File: src/rtl/ex_ctrl_pipe.sv
// EX-stage control: decodes the ID instruction into operand/branch/RV32M controls,
// holds them for the instruction resident in EX and sequences multi-cycle mul/div.
module ex_ctrl_pipe #(
    parameter int MUL_CYCLES = 1,
    parameter int DIV_CYCLES = 32,
    parameter int CNT_W      = 7
) (
    input  logic       clk,
    input  logic       rst_n,
    input  logic       id_valid,
    input  logic [6:0] opcode,
    input  logic [2:0] funct3,
    input  logic [6:0] funct7,
    input  logic       ex_stall_in,
    input  logic       flush,
    output logic       id_stall,
    output logic       ex_valid,
    output logic       ex_done,
    output logic       a_sel,
    output logic       b_sel,
    output logic [2:0] branch_alu_op,
    output logic       md_en,
    output logic [2:0] md_op
);

    localparam logic [6:0] OP_REG    = 7'b0110011;
    localparam logic [6:0] OP_AUIPC  = 7'b0010111;
    localparam logic [6:0] OP_JAL    = 7'b1101111;
    localparam logic [6:0] OP_JALR   = 7'b1100111;
    localparam logic [6:0] OP_BRANCH = 7'b1100011;

    localparam logic [CNT_W-1:0] MUL_LAT_M1 = CNT_W'(MUL_CYCLES - 1);
    localparam logic [CNT_W-1:0] DIV_LAT_M1 = CNT_W'(DIV_CYCLES - 1);

    typedef enum logic [1:0] {
        S_EMPTY,
        S_BUSY,
        S_READY
    } state_t;

    state_t           state_p1, state_nxt;
    logic [CNT_W-1:0] cnt_p1, cnt_nxt;

    logic             dec_a_sel_p0;
    logic             dec_b_sel_p0;
    logic [2:0]       dec_bop_p0;
    logic             dec_md_p0;
    logic [2:0]       dec_md_op_p0;
    logic [CNT_W-1:0] dec_lat_m1_p0;

    logic accept;
    logic retire;

    // Stage p0: decode of the instruction presented by ID
    always_comb begin
        dec_a_sel_p0  = (opcode == OP_AUIPC) || (opcode == OP_JAL) || (opcode == OP_BRANCH);
        dec_b_sel_p0  = (opcode != OP_REG);
        dec_bop_p0    = 3'b011;
        if ((opcode == OP_JAL) || (opcode == OP_JALR))
            dec_bop_p0 = 3'b010;
        else if (opcode == OP_BRANCH)
            dec_bop_p0 = funct3;
        dec_md_p0     = (opcode == OP_REG) && (funct7 == 7'b0000001);
        dec_md_op_p0  = dec_md_p0 ? funct3 : 3'b000;
        dec_lat_m1_p0 = '0;
        if (dec_md_p0)
            dec_lat_m1_p0 = funct3[2] ? DIV_LAT_M1 : MUL_LAT_M1;
    end

    assign ex_valid = (state_p1 != S_EMPTY);
    assign ex_done  = (state_p1 == S_READY);
    assign id_stall = ex_valid && (!ex_done || ex_stall_in);
    assign accept   = id_valid && !id_stall && !flush;
    assign retire   = ex_done && !ex_stall_in;

    // Flush outranks everything; the counter keeps running under a downstream stall.
    always_comb begin
        state_nxt = state_p1;
        cnt_nxt   = cnt_p1;
        if (flush) begin
            state_nxt = S_EMPTY;
            cnt_nxt   = '0;
        end else if (accept) begin
            cnt_nxt   = dec_lat_m1_p0;
            state_nxt = (dec_lat_m1_p0 == '0) ? S_READY : S_BUSY;
        end else begin
            case (state_p1)
                S_BUSY: begin
                    cnt_nxt = cnt_p1 - 1'b1;
                    if (cnt_p1 == CNT_W'(1))
                        state_nxt = S_READY;
                end
                S_READY: begin
                    if (retire)
                        state_nxt = S_EMPTY;
                end
                default: begin
                    state_nxt = S_EMPTY;
                end
            endcase
        end
    end

    always_ff @(posedge clk or negedge rst_n) begin
        if (!rst_n) begin
            state_p1 <= S_EMPTY;
            cnt_p1   <= '0;
        end else begin
            state_p1 <= state_nxt;
            cnt_p1   <= cnt_nxt;
        end
    end

    // Stage p1: control fields held for the EX-resident instruction
    always_ff @(posedge clk or negedge rst_n) begin
        if (!rst_n) begin
            a_sel         <= 1'b0;
            b_sel         <= 1'b0;
            branch_alu_op <= 3'b011;
            md_en         <= 1'b0;
            md_op         <= 3'b000;
        end else if (accept) begin
            a_sel         <= dec_a_sel_p0;
            b_sel         <= dec_b_sel_p0;
            branch_alu_op <= dec_bop_p0;
            md_en         <= dec_md_p0;
            md_op         <= dec_md_op_p0;
        end
    end

endmodule
File: config.mk
export PLATFORM = sky130hd
export DESIGN_NAME = ex_ctrl_pipe
export DESIGN_NICKNAME = d
export VERILOG_FILES = /design/src/rtl/ex_ctrl_pipe.sv
export SDC_FILE = /design/constraint.sdc
export NUM_CORES = 1
export LEC_CHECK = 0
export BUFFER_PORTS_ARGS = -buffer_cell sky130_fd_sc_hd__buf_2
export CAP_MARGIN = 20
export CORE_MARGIN = 3
export CORE_UTILIZATION = 26
export DETAILED_ROUTE_END_ITERATION = 8
export SETUP_SLACK_MARGIN = 0.3
export SLEW_MARGIN = 25
export SYNTH_ARGS = -nofsm -noshare
export SYNTH_HDL_FRONTEND = slang
export SYNTH_SLANG_ARGS = --single-unit
File: constraint.sdc
create_clock -name clk -period 4.1 [get_ports clk]
set_clock_uncertainty 0.1 [all_clocks]
set_input_delay 0.615 -clock clk [delete_from_list [all_inputs] [get_ports clk]]
set_output_delay 0.615 -clock clk [all_outputs]
set_load 0.03 [all_outputs]
-- Word-level counts from Yosys, hierarchy flattened
Cells that the tools add are included.
- input bits: 22
- logic and storage cells: 51
- bits in registers: 18
- output and inout port bits: 12
- eq/ne operators: 12
- reductions and logical operators: 17
- muxes and demuxes: 14
- $add $sub $neg: 1
- operators by type and width (operator ; count):
    $eq 7x7->1 const B ; 3
    $mux 7 ; 3
    $eq 7x1->1 const B ; 2
    $mux 2 ; 5
    $mux 5 ; 2
    $mux 3 ; 3
    $eq 7x5->1 const B ; 1
    $eq 7x6->1 const B ; 1
    $logic_not 7->1 ; 1
    $ne 7x6->1 const B ; 1
    $sub 7x1->7 const B ; 1
    $logic_and 1x1->1 ; 5
    $logic_not 1->1 ; 4
    $logic_or 1x1->1 ; 4
    $ne 4x2->1 const B ; 1
    $ne 4x4->1 const B ; 1
    $pmux 2 s2 ; 1
    $reduce_bool 3->1 ; 1
    $eq 2x1->1 const B ; 1
    $eq 2x2->1 const B ; 1
    $reduce_and 2->1 ; 1
    $reduce_bool 2->1 ; 1

-- Logic depth before layout (Yosys ltp)
- depth in word-level cells: 9
- gate-level depth with buffers: 6
- depth with buffers taken out: 6

-- Worst setup path before layout
No wires, ideal clock.
- path kind: input-to-reg
- start: input opcode[1]
- end: register cnt_p1[4]
- setup slack: 2258 ps
- library setup time: 67 ps
- stages on the path: 5
- path buffers: 0
- data required time: 3933 ps
- data arrival time: 1675 ps
- path through: and2_0 > nand4_1 > or4_4 > nand2_1 > a32o_1
- longest elaborated chain between the ends: 5
- ends and longest elaborated chain (element ; RTL line ; RTL):
    start, declared ; 11 ; input logic [6:0] opcode,
    $eq 7x6->1 ; 63 ; dec_md_p0 = (opcode == OP_REG) && (funct7 == 7'b0000001);
    $logic_and 1x1->1 ; 63 ;
    $mux 5 ; 66 ; if (dec_md_p0)
    $mux 7 ; 83 ; end else if (accept) begin
    $mux 7 ; 80 ; if (flush) begin
    end signal, assigned ; 110 ; cnt_p1 <= cnt_nxt;
    end, declared ; 42 ; logic [CNT_W-1:0] cnt_p1, cnt_nxt;
Every way passes these cells.
A chain may end at the register's enable or synchronous reset.

-- Worst setup path in the final report
- start: input ex_stall_in
- end: register cnt_p1[4]
- longest elaborated chain between the ends: 7
- elaborated cells on any way between the ends: 8
- those cells by class: 2 x mux; 6 x reduce/logical
- ends and longest elaborated chain (element ; RTL line ; RTL):
    start, declared ; 14 ; input logic ex_stall_in,
    $logic_or 1x1->1 * ; 72 ; assign id_stall = ex_valid && (!ex_done || ex_stall_in);
    $logic_and 1x1->1 * ; 72 ;
    $logic_not 1->1 * ; 73 ; assign accept = id_valid && !id_stall && !flush;
    $logic_and 1x1->1 * (2 in series) ; 73 ;
    $mux 7 ; 83 ;
    $mux 7 ; 80 ;
Mark *: on every way between the ends. The rest lies on a longest branch, timed or not.

==> results.json <==
{
  "clk_pin_slew_ns": 0.07,
  "critical_path.top_delay_family": "simple AND/OR/NAND/NOR gates",
  "end_kind": "flop",
  "cts_setup_buffers": 0,
  "grt_pass1_vias": 881,
  "finalSetupViolCount": 0,
  "max_freq_ghz": 0.5208,
  "ff_latch_area_um2": 452.9,
  "nets": 163,
  "slowest_delay_ns": 0.63,
  "multi_input_area_um2": 525.5,
  "yosysTopAreaCell": "dfrtp_1",
  "ys_types": 35,
  "wl_per_cell_um": 13.25,
  "cts_made_buffers": 3,
  "die_area_um2": 4646,
  "start_kind": "input pin",
  "synthMuxAreaShare_pct": 1.121,
  "grt_max_degree": 19,
  "ctsRootBufferMaster": "clkbuf_8",
  "fin_setup_tns_ns": 0,
  "dp_slack_ns": 1.925,
  "cap_violations": 0,
  "rsz0062_at_grt": "no",
  "hold_viol": 0,
  "route.detailed.drc": 0,
  "ys_top_cells_by_count": "16 x dfrtp_1, 10 x nand2_1, 9 x nor2_1",
  "wl_mm": 2.438,
  "crit_buf_inv": 1,
  "cts-htree-levels": 1,
  "numClockSinks": 18,
  "area_growth_pct": 26.90,
  "drt_iter0_markers": 40,
  "start_util_pct": 28.54,
  "grtUsageTotal_pct": 11.60,
  "core_um2": 3521,
  "die_x_um": 68.17,
  "fp-row-count": 21,
  "synthArstFlopShare_pct": 100.0,
  "diodes": 0,
  "synth_edf_count": 0,
  "setup_ws_ns": 2.180,
  "worst_pin_slew_ns": 0.5709,
  "grt_overflow": 0,
  "gp_congestion": 0.7843,
  "cts_tree": "done",
  "synth_most_common_cell": "dfrtp_1",
  "synth_compound_area_share_pct": 18.93,
  "post_cts_resized": 0,
  "antenna_found_initial": 0,
  "finalCritPeriodShare_pct": 46.83,
  "slew-limit-headroom_pct": 61.86,
  "num_vias": 902,
  "status": "finished clean",
  "grt_pass1_wl_mm": 3.988,
  "postSynthCellCount": 103,
  "power.density_nw_per_um2": 318.4,
  "cts.path.max_buffers": 2,
  "holdBufCountCts": 0,
  "ant_nets": 0,
  "required_ns": 4.19,
  "ys_ff_latch": 18,
  "synth_fa_ha_area_share_pct": 2.491,
  "hpwl_mm": 1.929,
  "via_per_inst": 4.902,
  "timing.hold.ws_ns": 0.1848,
  "cp_data_arrival_time_ns": 2.01,
  "synth_top_family_by_area": "simple AND/OR/NAND/NOR gates",
  "synth_top_area_share_pct": 39.85,
  "synth-xor-area-share_pct": 2.615,
  "drv_slew": 0,
  "synth_nets": 127,
  "synthSimpleGateAreaFrac_pct": 27.15,
  "hp-class": "in -> async",
  "syn_avg_cell_area_um2": 9.755,
  "drtPass1Iterations": 6,
  "crit_type": "in -> reg",
  "fill_cells": 369,
  "period_needed_ns": 1.920,
  "io_buffer_count": 33,
  "die_h_um": 68.17,
  "synth-main-ff-cell": "dfrtp_1",
  "crit_chain": "buf_2 > a21oi_4 > nand3b_4 > or4_4 > nand2_1 > a32o_1",
  "critPathSlowestCell": "or4_4",
  "leakage_nw": 0.6263,
  "crit_fanout": 17,
  "yosysWarnings": 0,
  "worstSkewPairLatency_ns": 0.25,
  "syn_area_um2": 1005,
  "peakVddDrop_uv": 144.3,
  "yosysSeqAreaShare_pct": 45.08,
  "io_pins": 34,
  "synth.area.top_cells": "dfrtp_1 40%, dfstp_2 5.2%, nand2_1 3.7%",
  "drive_gt1_share_pct": 34.06
}
per-layer routing:
metal	wire [µm]	vias up	global-route usage, %
li1	-	441	-
met1	1052	423	13.93
met2	1122	34	18.41
met3	232	4	4.762
met4	29	0	4.467
met5	0	-	0
registers in the layout (all words and copies together) (netlist names):
signal and flops:
branch_alu_op 3, md_op 3, cnt_p1 7, a_sel 1, md_en 1, b_sel 1
state_p1 2
cell families after synthesis:
family          Yosys count
flops                    18
compound gates           26
fa+ha+maj                 2
simple gates             46
xor+xnor                  3
mux                       1
buf+inv                   7
per-stage QoR:
step,power [mW],instance area [µm²],util [%],instances
6_report,0.4060,1275,36.21,184
5_1_grt,0.4249,1275,36.21,184
4_1_cts,0.4125,1275,36.21,184
3_5_place_dp,0.2627,1220,34.65,180
3_3_place_gp,0.2609,1220,34.65,180
2_1_floorplan,0.2340,1005,-,103
area by class of cell:
class / count / area share, %
Inverter: 5 / 1.472
Tap cell: 46 / 4.514
Clock buffer: 4 / 4.318
Sequential cell: 18 / 35.53
Timing Repair Buffer: 33 / 12.95
Multi-Input combinational cell: 78 / 41.22
final timing paths:
kind,startpoint,cells after the start,slack (ns),end
worst max-delay path,ex_stall_in,6,2.18,cnt_p1[4]
worst min-delay path,rst_n,1,0.18,cnt_p1[6]
worst max register to register,state_p1[0],5,2.23,cnt_p1[4]
worst min register to register,branch_alu_op[0],2,0.36,branch_alu_op[0]
max in group asynchronous,rst_n,1,3.39,branch_alu_op[0]
min in group clk,branch_alu_op[0],2,0.36,branch_alu_op[0]
layout by cell type (no fill, tap or decap), drive strengths merged, types with 4 or more instances in the layout:
cell type / Yosys / layout
inv: 5 / 5
buf: 0 / 33
nor2: 9 / 9
o21ai: 5 / 5
dfrtp: 16 / 16
nor3: 4 / 4
clkbuf: 2 / 4
a21oi: 8 / 8
nand2: 10 / 10
nand3: 6 / 6
power by group:
part | switching, mW | internal (mW)
sequential | 0.00596 | 0.184
clock | 0.0613 | 0.0854
combinational | 0.0419 | 0.0274
total | 0.109 | 0.297
Note: power is estimated with default switching activity, not from simulation.
